===== config.mk =====
export PLATFORM = sky130hd
export DESIGN_NAME = button_scanner
export DESIGN_NICKNAME = d
export VERILOG_FILES = /design/src/rtl/button_scanner.sv
export SDC_FILE = /design/constraint.sdc
export NUM_CORES = 1
export LEC_CHECK = 0
export BUFFER_PORTS_ARGS = -buffer_cell sky130_fd_sc_hd__buf_2
export CELL_PAD_IN_SITES_DETAIL_PLACEMENT = 0
export CELL_PAD_IN_SITES_GLOBAL_PLACEMENT = 2
export CORE_ASPECT_RATIO = 1.4
export CORE_MARGIN = 1
export CORE_UTILIZATION = 44
export DETAILED_ROUTE_END_ITERATION = 7
export GPL_TIMING_DRIVEN = 0
export PLACE_DENSITY = 0.82
export SLEW_MARGIN = 5
export SYNTH_ARGS = -nofsm -noshare
export SYNTH_HDL_FRONTEND = slang
export SYNTH_SLANG_ARGS = --single-unit

===== constraint.sdc =====
create_clock -name clk -period 3.97 [get_ports clk]
set_input_delay 0.397 -clock clk [delete_from_list [all_inputs] [get_ports clk]]
set_output_delay 0.397 -clock clk [all_outputs]
set_load 0.03 [all_outputs]

===== src/rtl/button_scanner.sv =====
// button_scanner: N-channel switch debouncer with a time-multiplexed scan FSM.
// Each sample tick captures a snapshot of the synchronized inputs. One channel
// per cycle then shifts its 8-sample history, and press/release events go into
// a small FIFO. A sticky overflow flag is set when an event is dropped.
module button_scanner #(
    parameter int N          = 4,
    parameter int DIV        = 50_000_000 / 50 / 8,
    parameter int FIFO_DEPTH = 4
) (
    input  logic                 clk,
    input  logic                 rst,
    input  logic                 en,
    input  logic [N-1:0]         noisy,
    output logic [N-1:0]         clean,
    output logic                 ev_valid,
    input  logic                 ev_ready,
    output logic [$clog2(N)-1:0] ev_chan,
    output logic                 ev_rise,
    output logic                 ovf,
    input  logic                 ovf_clr,
    output logic                 busy
);
    localparam int IDX_W = $clog2(N);
    localparam int CNT_W = $clog2(DIV);
    localparam int PTR_W = $clog2(FIFO_DEPTH);
    localparam int EV_W  = IDX_W + 1;

    // A scan needs N cycles plus settling, so a tick can never land mid-scan.
    if (N < 2 || N > 16) begin : g_bad_n
        $error("button_scanner: N must be in 2..16");
    end
    if (DIV < N + 2) begin : g_bad_div
        $error("button_scanner: DIV must be at least N+2");
    end
    if (FIFO_DEPTH < 2 || (FIFO_DEPTH & (FIFO_DEPTH - 1)) != 0) begin : g_bad_depth
        $error("button_scanner: FIFO_DEPTH must be a power of 2, at least 2");
    end

    typedef enum logic {IDLE, SCAN} state_t;

    logic [N-1:0]     sync1_q, sync1_d, sync2_q, sync2_d;
    logic [N-1:0]     snap_q, snap_d, clean_q, clean_d;
    logic [CNT_W-1:0] div_q, div_d;
    logic             tick;
    state_t           state_q, state_d;
    logic [IDX_W-1:0] idx_q, idx_d;
    logic [7:0]       hist_q [N];
    logic [7:0]       hist_d [N];
    logic [7:0]       hist_upd;
    logic             busy_q, busy_d;
    logic             push;
    logic [EV_W-1:0]  push_ev;
    logic [EV_W-1:0]  mem_q [FIFO_DEPTH];
    logic [PTR_W-1:0] wr_q, wr_d, rd_q, rd_d;
    logic [PTR_W:0]   cnt_q, cnt_d;
    logic             ovf_q, ovf_d;
    logic             pop, full, accept, drop;

    // Sample-tick divider (frozen while en=0), input synchronizer and tick snapshot
    always_comb begin
        tick    = en && (div_q == CNT_W'(DIV - 1));
        div_d   = div_q;
        if (en) begin
            div_d = tick ? '0 : div_q + 1'b1;
        end
        sync1_d = noisy;
        sync2_d = sync1_q;
        snap_d  = tick ? sync2_q : snap_q;
    end

    // Scan FSM: visit one channel per cycle, update its history, raise events
    always_comb begin
        state_d  = state_q;
        idx_d    = idx_q;
        hist_d   = hist_q;
        clean_d  = clean_q;
        push     = 1'b0;
        push_ev  = {idx_q, 1'b0};
        hist_upd = {hist_q[idx_q][6:0], snap_q[idx_q]};
        unique case (state_q)
            IDLE: begin
                if (tick) begin
                    state_d = SCAN;
                    idx_d   = '0;
                end
            end
            SCAN: begin
                hist_d[idx_q] = hist_upd;
                if (hist_upd == 8'hFF && !clean_q[idx_q]) begin
                    clean_d[idx_q] = 1'b1;
                    push           = 1'b1;
                    push_ev        = {idx_q, 1'b1};
                end else if (hist_upd == 8'h00 && clean_q[idx_q]) begin
                    clean_d[idx_q] = 1'b0;
                    push           = 1'b1;
                    push_ev        = {idx_q, 1'b0};
                end
                if (idx_q == IDX_W'(N - 1)) begin
                    state_d = IDLE;
                    idx_d   = '0;
                end else begin
                    idx_d = idx_q + 1'b1;
                end
            end
            default: begin
                state_d = IDLE;
                idx_d   = '0;
            end
        endcase
        busy_d = (state_d == SCAN);
    end

    // Event FIFO control: a pop in the same cycle frees room for a push into a full queue
    always_comb begin
        pop    = (cnt_q != '0) && ev_ready;
        full   = (cnt_q == (PTR_W + 1)'(FIFO_DEPTH));
        accept = push && (!full || pop);
        drop   = push && full && !pop;
        wr_d   = accept ? wr_q + 1'b1 : wr_q;
        rd_d   = pop ? rd_q + 1'b1 : rd_q;
        cnt_d  = cnt_q;
        if (accept && !pop) begin
            cnt_d = cnt_q + 1'b1;
        end else if (!accept && pop) begin
            cnt_d = cnt_q - 1'b1;
        end
        ovf_d = ovf_q;
        if (drop) begin
            ovf_d = 1'b1;
        end else if (ovf_clr) begin
            ovf_d = 1'b0;
        end
    end

    // State registers; reset discards pending events and any partial scan
    always_ff @(posedge clk or negedge rst) begin
        if (!rst) begin
            sync1_q <= '0;
            sync2_q <= '0;
            snap_q  <= '0;
            clean_q <= '0;
            div_q   <= '0;
            state_q <= IDLE;
            idx_q   <= '0;
            hist_q  <= '{default: 8'h00};
            busy_q  <= 1'b0;
            wr_q    <= '0;
            rd_q    <= '0;
            cnt_q   <= '0;
            ovf_q   <= 1'b0;
        end else begin
            sync1_q <= sync1_d;
            sync2_q <= sync2_d;
            snap_q  <= snap_d;
            clean_q <= clean_d;
            div_q   <= div_d;
            state_q <= state_d;
            idx_q   <= idx_d;
            hist_q  <= hist_d;
            busy_q  <= busy_d;
            wr_q    <= wr_d;
            rd_q    <= rd_d;
            cnt_q   <= cnt_d;
            ovf_q   <= ovf_d;
        end
    end

    // Event storage; contents need no reset because the pointers define validity
    always_ff @(posedge clk) begin
        if (accept) begin
            mem_q[wr_q] <= push_ev;
        end
    end

    assign clean              = clean_q;
    assign ev_valid           = (cnt_q != '0);
    assign {ev_chan, ev_rise} = mem_q[rd_q];
    assign ovf                = ovf_q;
    assign busy               = busy_q;

endmodule


==> results.toml <==
[detailed_routing]
via_count = 2106
dr.first_iter.drc_count = 157
drt_wl_total_um = 6450
wl_per_cell_um = 16.4
via_per_inst = 5.36
postRouteAntennaNets = 0
drc = 0
firstDrtPassIters = 4

[sta]
fin_crit_sh = 0.877
final-setup-viol-count = 0
setup_tns_ps = 0
slew_viol_final = 0
worst_slew_pin_slew_ps = 794
slew_headroom = 0.466
finalHoldViolCount = 0
setup_slack_ps = 490
rsz0062_at_grt = "false"
finClkSkew_ps = 8.14
post-route-min-period_ps = 3480
max_freq_mhz = 287

[floorplanning]
core_sq_um = 8150
dieWidth_um = 79.3
placement_rows = 39
num_io_pins = 19
dieArea_sq_um = 8730
start_util = 0.451
die_h_um = 110

[power]
total_power_mw = 1.98
ir_worst_vdd_mv = 0.269
power_density_nw_per_um2 = 463
power.leakage_nw = 1.97

[cts]
clock_sinks = 84
clk_latency_ps = 340
cts_max_level = 3
cts_buffers = 9
clockRootBuffer = "clkbuf_16"
post_cts_buffers = 0
clk_path_buf_depth = 2
clk_pin_slew_ps = 70
cts_tree = "done"

[logic_synthesis]
ys_seq_elements = 84
netlist-cell-type-count = 36
ys.warnings.count = 0
avgSynthCellArea_sq_um = 14.4
synth_fp_nets = 275
synth.top_cell.area_share = 0.490
yosys.area.top_type = "dfrtp_1"
ys_seq_area_frac = 0.588
syn_inst = 255
netlist_area_sq_um = 3680
synthTopCellsByArea = "dfrtp_1, mux2_2, edfxtp_1, mux4_2, ha_1"

[setup_path]
critPathArrivalTime_ps = 3750
cp-start-kind = "flip-flop"
critPathCapture = "cnt_q[2]"
worstSetupEndpointType = "flip-flop"
worstPathRequired_ps = 4240
crit_path_frequent_cell = "xor2_1"
critPathSlowestCell = "clkbuf_1"
crit_type = "flip-flop to flip-flop"
r2r-start = "idx_q[1]"
crit_start = "idx_q[1]"
r2r_cells = 11
path_cells = "clkbuf_1 > mux4_2 > nand4b_1 > nor3_4 > o21a_4 > ha_1 > inv_1 > fa_1 > xor2_1 > nor2_1 > xor2_1"
crit_fanout = 10
r2r_end = "cnt_q[2]"
reg2reg_slack_ps = 490
critPathMaxStageDelay_ps = 570

[grt]
first_global_vias = 2245
antenna_found_initial = 0
grt_pass1_wl_um = 11100
overflow = 0
grt_usage = 0.176
grt_max_degree = 56

[place]
dpl.hpwl_um = 4380
place.gp.congestion = 0.753
place_ws_ps = 512
port_buffers = 18

[flow_run]
drv_cap = 0

[final_layout]
num_antenna_cells = 0
final_cell_mix = "dfrtp_1, mux2_2, nand2_1, buf_2, nor2_1"
drive_gt1_frac = 0.302
synthToLayoutAreaGrowth_pct = 16.3
num-nets-final = 306
layout_commonest_cell = "dfrtp_1"

[status]
status = "finished clean"

[hold_path]
hold_path_class = "input port to flip-flop"
synth_stat cells:
master    instances
clkbuf_1          4
inv_1             9
mux4_1            1
dfrtp_1          72
nor4b_2           1
ha_1             10
edfxtp_1         12
or4b_2            1
o22ai_1           2
o31ai_1           2
and3_1            1
mux2i_1           1
nand4b_1          1
a22o_1            4
nor2_1           15
nor3_1            3
xnor2_1          10
nor4b_1           1
and4b_1           1
and2_1            4
o21a_4            1
nand4_1           7
nor4_2            1
mux4_2           11
mux2_2           34
buf_6             1
or3_1             1
nand2b_1          1
mux2_4            1
nor3_4            1
nand2_1          20
nor4_1            3
nand3_1           5
fa_1              1
xor2_1           11
buf_4             1
per-layer routing:
layer  part of all wire  up-vias  global-route usage
li1                   -      974                   -
met1               0.42     1089               0.205
met2               0.52       31               0.296
met3              0.035       12              0.0543
met4              0.025        0              0.0857
met5                  0        -                   0
what timing repair did:
item,4_1_cts,5_1_grt
gates resized for setup,0,0
hold buffers,1,0
hold endpoints to repair,17,0
worst min path at each step:
stage	from	to	slack, ps	cells after the start
finish	noisy[0]	sync1_q[0]	160	1
floorplan	rst	asynchronous set/reset pin	100	0
detailed placement	rst	rd_q[0]	290	1
global placement	sync1_q[1]	sync2_q[1]	330	0
global route	noisy[2]	sync1_q[2]	140	1
CTS	noisy[2]	sync1_q[2]	140	1
cells by family (layout without fill, tap and decap cells):
group                    Yosys count  in the layout  synth area share
XOR/XNOR                          21             21            0.0500
adder cells (fa/ha/maj)           11             11            0.0395
buffers and inverters             15             51            0.0184
AO/OA/AOI/OAI                      9              9            0.0211
multiplexers                      48             48             0.185
AND/OR/NAND/NOR                   67             67            0.0977
flip-flops                        84             84             0.588
worst max-delay path, delay by kind of cell, from the launching register on:
| family | cells | cell delay, ps |
|---|---|---|
| AOI/OAI and AO/OA | 1 | 240 |
| xor gates and xnor gates | 2 | 300 |
| adders and majority gates | 2 | 560 |
| buffers and inverters | 2 | 630 |
| DFF | 1 | 460 |
| muxes | 1 | 420 |
| and+or+nand+nor | 3 | 800 |
registers in the layout (all words and copies together), names as in the netlist, named ones only:
register	cells
hist_q	28
busy	1
rd_q	2
snap_q	4
mem_q	12
ovf	1
wr_q	2
sync1_q	4
sync2_q	4
idx_q	2
div_q	17
cnt_q	3
through the flow:
step / instance area, sq um / cells / hold WS (ps) / utilization
2_1_floorplan: 3680 / 255 / 101 / -
3_3_place_gp: 3890 / 375 / 333 / 0.478
3_5_place_dp: 3930 / 376 / 291 / 0.482
4_1_cts: 4280 / 393 / 144 / 0.525
5_1_grt: 4280 / 393 / 139 / 0.525
6_report: 4280 / 393 / 161 / 0.525
cell type report:
| type | count | area [sq um] |
|---|---|---|
| Fill cell | 699 | 3870 |
| Multi-Input combinational cell | 156 | 1450 |
| Inverter | 9 | 33.8 |
| Clock inverter | 6 | 91.3 |
| Buffer | 6 | 33.8 |
| Tap cell | 102 | 128 |
| Sequential cell | 84 | 2160 |
| Clock buffer | 10 | 250 |
| Timing Repair Buffer | 20 | 130 |
where the power goes:
part	total (mW)	internal, mW	switching, mW
combinational	0.0905	0.0429	0.0475
sequential	0.950	0.908	0.0419
clock	0.940	0.594	0.345
total	1.98	1.55	0.435
Note: power is estimated with default switching activity, not from simulation.
